File: src/rtl/keypad_num_entry.sv
// keypad_num_entry: 4x4 keypad scanner with press/release debounce and decimal-entry accumulator
//   clk         system clock
//   rst_n       synchronous active-low reset
//   key_col_i   column sense, active-low, asynchronous
//   key_row_o   row drive, active-low, one row low at a time
//   entry_value_o  value being typed (0..99999999)
//   data_out_o  value committed by Enter
//   data_valid_o   one-cycle pulse when data_out_o updates
//   key_code_o  code of the last accepted key
//   key_pulse_o one-cycle pulse per accepted key
module keypad_num_entry #(
  parameter int          SCAN_DIV      = 5000,
  parameter int          DEBOUNCE_CNT  = 200000,
  parameter logic [27:0] DEFAULT_VALUE = 28'd1000
) (
  input  logic        clk,
  input  logic        rst_n,
  input  logic [3:0]  key_col_i,
  output logic [3:0]  key_row_o,
  output logic [27:0] entry_value_o,
  output logic [27:0] data_out_o,
  output logic        data_valid_o,
  output logic [3:0]  key_code_o,
  output logic        key_pulse_o
);
  typedef enum logic [1:0] {SCAN, DEB_PRESS, HOLD, DEB_REL} state_t;
  // 4-bit key codes indexed by {row, col}, entry 0 in the low nibble
  localparam logic [63:0] KEYMAP = 64'hDF0E_C987_B654_A321;
  state_t      state_q, state_d;
  logic [3:0]  col_m_q, col_s_q, lat_q, lat_d;
  logic [1:0]  row_q, row_d, col_idx;
  logic [31:0] cnt_q, cnt_d, prod;
  logic [27:0] entry_q, entry_d, dout_q, dout_d;
  logic [3:0]  dcnt_q, dcnt_d, code_q, code_d, code, inv;
  logic        fresh_q, fresh_d, dv_q, dv_d, kp_q, kp_d, acc, one_low, last;
  assign inv     = ~col_s_q;
  // exactly one column pulled low
  assign one_low = (inv != 4'd0) && ((inv & (inv - 4'd1)) == 4'd0);
  assign last    = cnt_q == DEBOUNCE_CNT - 1;
  assign col_idx = !lat_q[0] ? 2'd0 : !lat_q[1] ? 2'd1 : !lat_q[2] ? 2'd2 : 2'd3;
  assign code    = KEYMAP[{row_q, col_idx, 2'b00} +: 4];
  // 8-digit cap keeps entry below 2^27, so the truncated product never overflows
  assign prod    = {4'd0, entry_q} * 32'd10 + {28'd0, code};
  always_comb begin
    state_d = state_q;
    row_d   = row_q;
    cnt_d   = cnt_q;
    lat_d   = lat_q;
    acc     = 1'b0;
    case (state_q)
      SCAN: if (cnt_q == SCAN_DIV - 1) begin
        cnt_d = '0;
        if (one_low) begin
          lat_d   = col_s_q;
          state_d = DEB_PRESS;
        end else row_d = row_q + 2'd1;
      end else cnt_d = cnt_q + 32'd1;
      DEB_PRESS: if (col_s_q != lat_q) begin
        state_d = SCAN;
        cnt_d   = '0;
      end else if (last) begin
        acc     = 1'b1;
        state_d = HOLD;
        cnt_d   = '0;
      end else cnt_d = cnt_q + 32'd1;
      HOLD: if (col_s_q == 4'hF) begin
        state_d = DEB_REL;
        cnt_d   = '0;
      end
      default: if (col_s_q != 4'hF) begin
        state_d = HOLD;
        cnt_d   = '0;
      end else if (last) begin
        state_d = SCAN;
        row_d   = row_q + 2'd1;
        cnt_d   = '0;
      end else cnt_d = cnt_q + 32'd1;
    endcase
  end
  always_comb begin
    entry_d = entry_q;
    dcnt_d  = dcnt_q;
    fresh_d = fresh_q;
    dout_d  = dout_q;
    dv_d    = 1'b0;
    kp_d    = acc;
    code_d  = acc ? code : code_q;
    if (acc) begin
      if (code <= 4'd9) begin
        if (fresh_q) begin
          entry_d = {24'd0, code};
          dcnt_d  = 4'd1;
          fresh_d = 1'b0;
        end else if (dcnt_q < 4'd8) begin
          entry_d = prod[27:0];
          dcnt_d  = dcnt_q + 4'd1;
        end
      end else if (code == 4'd13) begin
        entry_d = entry_q / 28'd10;
        dcnt_d  = dcnt_q - {3'd0, dcnt_q != 4'd0};
        fresh_d = 1'b0;
      end else if (code == 4'd14) begin
        entry_d = '0;
        dcnt_d  = '0;
        fresh_d = 1'b0;
      end else if (code == 4'd15) begin
        dout_d  = entry_q;
        dv_d    = 1'b1;
        fresh_d = 1'b1;
      end
    end
  end
  always_ff @(posedge clk) begin
    if (!rst_n) begin
      state_q <= SCAN;
      col_m_q <= 4'hF;
      col_s_q <= 4'hF;
      lat_q   <= 4'hF;
      row_q   <= '0;
      cnt_q   <= '0;
      entry_q <= '0;
      dout_q  <= DEFAULT_VALUE;
      dcnt_q  <= '0;
      code_q  <= '0;
      fresh_q <= 1'b0;
      dv_q    <= 1'b0;
      kp_q    <= 1'b0;
    end else begin
      state_q <= state_d;
      col_m_q <= key_col_i;
      col_s_q <= col_m_q;
      lat_q   <= lat_d;
      row_q   <= row_d;
      cnt_q   <= cnt_d;
      entry_q <= entry_d;
      dout_q  <= dout_d;
      dcnt_q  <= dcnt_d;
      code_q  <= code_d;
      fresh_q <= fresh_d;
      dv_q    <= dv_d;
      kp_q    <= kp_d;
    end
  end
  assign key_row_o     = ~(4'b0001 << row_q);
  assign entry_value_o = entry_q;
  assign data_out_o    = dout_q;
  assign data_valid_o  = dv_q;
  assign key_code_o    = code_q;
  assign key_pulse_o   = kp_q;
endmodule
File: config.mk
export PLATFORM = sky130hd
export DESIGN_NAME = keypad_num_entry
export DESIGN_NICKNAME = d
export VERILOG_FILES = /design/src/rtl/keypad_num_entry.sv
export SDC_FILE = /design/constraint.sdc
export NUM_CORES = 1
export LEC_CHECK = 0
export BUFFER_PORTS_ARGS = -buffer_cell sky130_fd_sc_hd__buf_2
export CORE_ASPECT_RATIO = 0.75
export CORE_MARGIN = 4
export CORE_UTILIZATION = 50
export CTS_CLUSTER_DIAMETER = 100
export CTS_CLUSTER_SIZE = 28
export DETAILED_ROUTE_END_ITERATION = 7
export PLACE_DENSITY = 0.81
export RECOVER_POWER = 100
export SYNTH_ARGS = -nofsm -noshare
export SYNTH_HDL_FRONTEND = slang
export SYNTH_SLANG_ARGS = --single-unit
File: constraint.sdc
create_clock -name clk -period 8.4 [get_ports clk]
set_input_delay 0.84 -clock clk [delete_from_list [all_inputs] [get_ports clk]]
set_output_delay 0.84 -clock clk [all_outputs]
set_load 0.1 [all_outputs]
* Word level (Yosys, flattened, before mapping)
Cells that the tools add are included.
Word-level totals: input bits 6, logic and storage cells 108, bits in registers 115, output and inout bits 66
Operators by class: multiplexer cells 40, reduce and logical (&&, ||, !) cells 17, magnitude comparators 2, shifts and indexed selects 2, eq/ne operators 17, bitwise gates (word level) 9, divide/modulo/power cells 1, multipliers 1, add/sub/neg operators 6
Operator list (number):
- two-way mux 32 bit | 5
- two-way mux 28 bit | 5
- case mux 32 bit (3 select lines) | 1
- indexed part select 64 x 7 -> 4 bit (first input constant) | 1
- adder 32 x 1 -> 32 bit (second input constant) | 1
- == test 32 x 13 -> 1 bit (second input constant) | 1
- == test 32 x 18 -> 1 bit (second input constant) | 1
- adder 28 x 4 -> 28 bit | 1
- divider 28 x 4 -> 28 bit (second input constant) | 1
- multiplier 28 x 3 -> 27 bit (second input constant) | 1
- two-way mux 2 bit | 13
- two-way mux 4 bit | 5
- == test 4 bit (second input constant) | 4
- AND reduction 5 bit | 3
- nonzero test 4 bit | 3
- two-way mux 1 bit | 9
- != test 2 bit (second input constant) | 4
- NOT 4 bit | 2
- NOT 1 bit | 6
- case mux 2 bit (3 select lines) | 1
- AND reduction 3 bit | 2
- nonzero test 5 bit | 1
- OR reduction 5 bit | 1
- adder 4 x 1 -> 4 bit (second input constant) | 1
- other kinds (22) | 22

* Logic depth before layout (Yosys ltp)
word-level depth 9, gate-level depth with buffers 40, gate-level depth less buffers 31

* Worst setup path before layout
OpenSTA, ideal clock, no wires.
path type reg2reg, from register entry_q[27] (netlist: entry_value_o[27]), to register entry_q[0] (netlist: entry_value_o[0]), cell stages (with the launch flop) 37, data required time 8338 ps, buffers on the path 7, setup time 62 ps, period minus slack after synthesis 9071 ps, setup slack -671 ps, arrival time 9009 ps, cells stage by stage dfxtp_1 > nand2b_1 > a22o_1 > o31a_1 > o21a_4 > o31a_1 > or4_4 > buf_6 > mux2i_4 > nand2_2 > buf_6 > o21a_1 > o41ai_2 > buf_4 > mux2_2 > o221a_1 > o21a_4 > a32o_1 > or3_4 > or2_0 > clkbuf_2 > o311a_1 > and3_1 > buf_6 > xnor2_4 > o2bb2ai_2 > a311o_1 > or3_1 > buf_2 > mux2i_1 > nor3_1 > buf_4 > nor2_1 > o31ai_1 > nand4_1 > a211oi_1 > o221a_1
On the way: word-level cells in the longest chain between the ends 3
Ends and longest elaborated chain:
- start: declaration | RTL line 33 | logic [27:0] entry_q, entry_d, dout_q, dout_d;
- start signal: assignment | RTL line 135 | entry_q <= entry_d;
- divider 28 x 4 -> 28 bit | RTL line 99 | entry_d = entry_q / 28'd10;
- two-way mux 28 bit | RTL line 98 | end else if (code == 4'd13) begin
- two-way mux 28 bit | RTL line 89 | if (code <= 4'd9) begin
No other way between the ends. A chain may end at the register's enable or synchronous reset.

* Worst setup path after layout
Same ends and word-level chain as after synthesis.

==> impl_metrics.env <==
export IMPL_run_status="finished with violations"
export IMPL_violations_in_the_final_reports="setup timing"
export IMPL_synth_avg_cell_area_um2=7.43
export IMPL_postSynthCellCount=1418
export IMPL_number_of_rows_in_the_core_area=45
export IMPL_synth_largest_area_cell="sky130_fd_sc_hd__dfxtp_1"
export IMPL_worstMarginPinSlew_ns=1.22
export IMPL_critPathBufInv=7
export IMPL_cts_buffers_inserted=17
export IMPL_io_pins=72
export IMPL_ff2ff_path_depth=36
export IMPL_worstHoldPathCells=1
export IMPL_globalRouteMet2Util_pct=38.7
export IMPL_global_route_usage_met3_pct=4.20
export IMPL_max_cap_violations=0
export IMPL_pre_cts_ws_ns=-0.352
export IMPL_detail_route_wl_per_cell_um=17.6
export IMPL_p_sw_uw=321
export IMPL_initial_core_util_pct=51.4
export IMPL_max_clock_freq_mhz=118
export IMPL_vias=11400
export IMPL_worstSetupEndpoint="entry_value_o[0]$_SDFFE_PN0P_"
export IMPL_switching_share_pct=24.7
export IMPL_synth_seq_area_share_pct=21.8
export IMPL_detailed_route_drc_error_count=0
export IMPL_die_h_um=134
export IMPL_delay_heaviest_family_cp="compound AO/OA/AOI/OAI gates"
export IMPL_cts_num_sinks=115
export IMPL_h_tree_depth=4
export IMPL_timing_critical_path_slowest_stage_cell="sky130_fd_sc_hd__or4_4"
export IMPL_antenna_found_initial=0
export IMPL_hold_class="reg -> reg"
export IMPL_seq_power_share_pct=43.0
export IMPL_met1_resource_use_gr_pct=35.1
export IMPL_largest_fanout_on_the_critical_path=11
export IMPL_share_of_the_clock_period_used_by_the_worst_path_after_layout_pct=101
export IMPL_firstDrtPassIters=7
export IMPL_detailedPlacementHpwl_mm=21.2
export IMPL_globalplace_congestion=0.938
export IMPL_drtAntennaViolNets=0
export IMPL_clock_root_buffer="sky130_fd_sc_hd__clkbuf_16"
export IMPL_grtUsageTotal_pct=24.7
export IMPL_postCtsHoldBufs=0
export IMPL_r2r_end="entry_value_o[0]$_SDFFE_PN0P_"
export IMPL_startpoint="entry_value_o[27]$_SDFFE_PN0P_"
export IMPL_number_of_synthesized_register_bits=115
export IMPL_p_clk_share_pct=53.3
export IMPL_worst_setup_path_end_kind="register"
export IMPL_worstSetupPathType="reg -> reg"
export IMPL_synth_distinct_cells=107
export IMPL_antennaDiodeCount=0
export IMPL_final_hold_viol_count=0
export IMPL_reg2reg_from="entry_value_o[27]$_SDFFE_PN0P_"
export IMPL_pwr_share_comb_pct=3.7
export IMPL_detail_route_iter0_violations=1312
export IMPL_timing_reg2reg_setup_slack_ns=-0.08
export IMPL_synth_enable_flop_cells=0
export IMPL_number_of_global_route_vias_before_repair=9963
export IMPL_gr_max_usage_layer="met2"
export IMPL_timing_max_transition_violations_final=0
export IMPL_cp_required_ns=8.76
export IMPL_area_growth_synth_to_final_pct=23.1
export IMPL_critical_path_max_stage_delay_ns=0.56
export IMPL_synthFlopType="sky130_fd_sc_hd__dfxtp_1"
export IMPL_die_footprint_um2=23500
export IMPL_fin_total_pwr_mw=1.30
export IMPL_final_stage_net_count=1609
export IMPL_grt_first_pass_wirelength_mm=49.5
export IMPL_start_kind="register"
export IMPL_routed_wirelength_mm=32.1
export IMPL_clock_tree_from_tritoncts="yes"
export IMPL_clk_transition_reported_paths_ns=0.06
export IMPL_hp_start="col_m_q[1]$_SDFF_PN1_"
export IMPL_dominant_cells_by_area_after_synthesis="sky130_fd_sc_hd__dfxtp_1 (22%), sky130_fd_sc_hd__ha_1 (8.1%), sky130_fd_sc_hd__nand2_1 (6.0%)"
export IMPL_global_route_overflow_total=0
export IMPL_async_reset_ff_share_pct=0
export IMPL_yosys_warnings=0
export IMPL_syn_num_nets=1494
export IMPL_cell_occurring_most_often_along_the_worst_timing_path="sky130_fd_sc_hd__buf_4"
export IMPL_maximum_number_of_pins_on_one_net_before_global_route_repair=52
export IMPL_skew_ns=0.00855
export IMPL_io_buffer_count=71
export IMPL_setup_violations=1
export IMPL_finalCriticalPeriod_ns=8.48
export IMPL_leakage_power_nw=5.07
export IMPL_layout_drive_gt1_share_pct=20.3
export IMPL_placeableCoreArea_um2=20500
export IMPL_path_length_in_cells_of_the_critical_path=36
export IMPL_synth_top_area_share_pct=21.8
export IMPL_final_core_utilization_pct=63.3
export IMPL_finalWorstSetupSlack_ns=-0.0815
export IMPL_unrepaired_setup_endpoints_after_global_routing="true"
export IMPL_die_width_um=176
export IMPL_p_int_uw=975
export IMPL_vias_per_cell=6.25
export IMPL_clockBufferDepth=2
export IMPL_slew_limit_headroom_pct=19.0
export IMPL_irDropWorstVdd_v=0.0000988
export IMPL_syn_cell_area_um2=10500
export IMPL_arrival_ns=8.85
export IMPL_worst_skew_late_latency_ns=0.42
export IMPL_pwr_density_cell_nw_per_um2=99.8
[cells by family (layout without fill, tap and decap cells)]
| kind of cell | count (synthesis) | after routing | synth area share [%] |
|---|---|---|---|
| xor+xnor | 96 | 96 | 8.15 |
| buf+inv | 152 | 280 | 6.23 |
| compound gates | 395 | 395 | 26.4 |
| flops | 115 | 115 | 21.8 |
| fa+ha+maj | 74 | 74 | 8.84 |
| mux | 21 | 21 | 2.26 |
| simple gates | 565 | 565 | 26.2 |
[cells in the final DEF (no fill, tap or decap), types with 50 or more instances in the layout]
| cell type | Yosys | layout |
|---|---|---|
| sky130_fd_sc_hd__a21oi_1 | 102 | 96 |
| sky130_fd_sc_hd__buf_4 | 4 | 104 |
| sky130_fd_sc_hd__clkbuf_1 | 67 | 50 |
| sky130_fd_sc_hd__dfxtp_1 | 115 | 109 |
| sky130_fd_sc_hd__ha_1 | 68 | 68 |
| sky130_fd_sc_hd__inv_1 | 53 | 52 |
| sky130_fd_sc_hd__nand2_1 | 168 | 165 |
| sky130_fd_sc_hd__nor2_1 | 137 | 134 |
| sky130_fd_sc_hd__o21ai_0 | 65 | 59 |
| sky130_fd_sc_hd__xnor2_1 | 62 | 60 |
[final cells by class]
cell class                      count  area (um2)
Multi-Input combinational cell   1151        8230
Clock inverter                     14         131
Timing Repair Buffer              191        1300
Tap cell                          282         353
Sequential cell                   115        2320
Clock buffer                       18         429
Inverter                           57         218
Fill cell                        1719        7510
[how the worst min path moves through the flow]
stage,end
after floorplan,col_s_q[0]$_SDFF_PN1_
after global placement,col_s_q[3]$_SDFF_PN1_
after detailed placement,col_s_q[1]$_SDFF_PN1_
after CTS,col_s_q[1]$_SDFF_PN1_
after global routing,col_s_q[3]$_SDFF_PN1_
final,col_s_q[1]$_SDFF_PN1_
[state kept, by name, indices dropped and copies added (netlist names), 2 cells and up]
register       cells
cnt_q             32
dcnt_q             4
state_q            2
entry_value_o     28
key_code_o         4
col_m_q            4
row_q              2
col_s_q            4
data_out_o        28
lat_q              4
[stage by stage]
stage	cells	hold WS (ns)	TNS, ns	area, um2
floorplan	1418	0.386	0	10600
global placement	1749	0.396	-0.211	11400
detailed placement	1749	0.393	-0.837	11400
CTS	1785	0.401	0	12100
global route	1828	0.407	-0.880	13000
finish	1828	0.401	-0.0815	13000
[power groups by stage]
stage	clock network, mW	registers [mW]	logic [mW]
3_5_place_dp	0	0.569	0.0465
3_3_place_gp	0	0.569	0.0458
6_report	0.691	0.557	0.0477
5_1_grt	0.721	0.558	0.0544
4_1_cts	0.695	0.557	0.0472
2_1_floorplan	0	0.567	0.0374
[cell usage after synthesis (20+ instances only)]
cell / n
sky130_fd_sc_hd__ha_1: 68
sky130_fd_sc_hd__xor2_1: 33
sky130_fd_sc_hd__a21oi_1: 102
sky130_fd_sc_hd__nor4_1: 21
sky130_fd_sc_hd__nor3_1: 47
sky130_fd_sc_hd__nand2b_1: 22
sky130_fd_sc_hd__xnor2_1: 62
sky130_fd_sc_hd__nand4_1: 20
sky130_fd_sc_hd__a211oi_1: 24
sky130_fd_sc_hd__nor2_1: 137
sky130_fd_sc_hd__o21ai_0: 65
sky130_fd_sc_hd__dfxtp_1: 115
sky130_fd_sc_hd__clkbuf_1: 67
sky130_fd_sc_hd__inv_1: 53
sky130_fd_sc_hd__nand2_1: 168
sky130_fd_sc_hd__nand3_1: 44
[timing repair]
item	4_1_cts	5_1_grt
pin swaps	2	45
buffers inserted	4	42
resized for setup	15	124
cloned	0	2
endpoints found under the setup margin	3	4
[routing by layer]
layer	share of wire (%)	vias to the layer above
met5	0	-
met4	2.3	0
met3	7.2	88
met2	45	548
met1	45	5380
li1	-	5408
No activity file was read; power rests on OpenSTA's default activity.
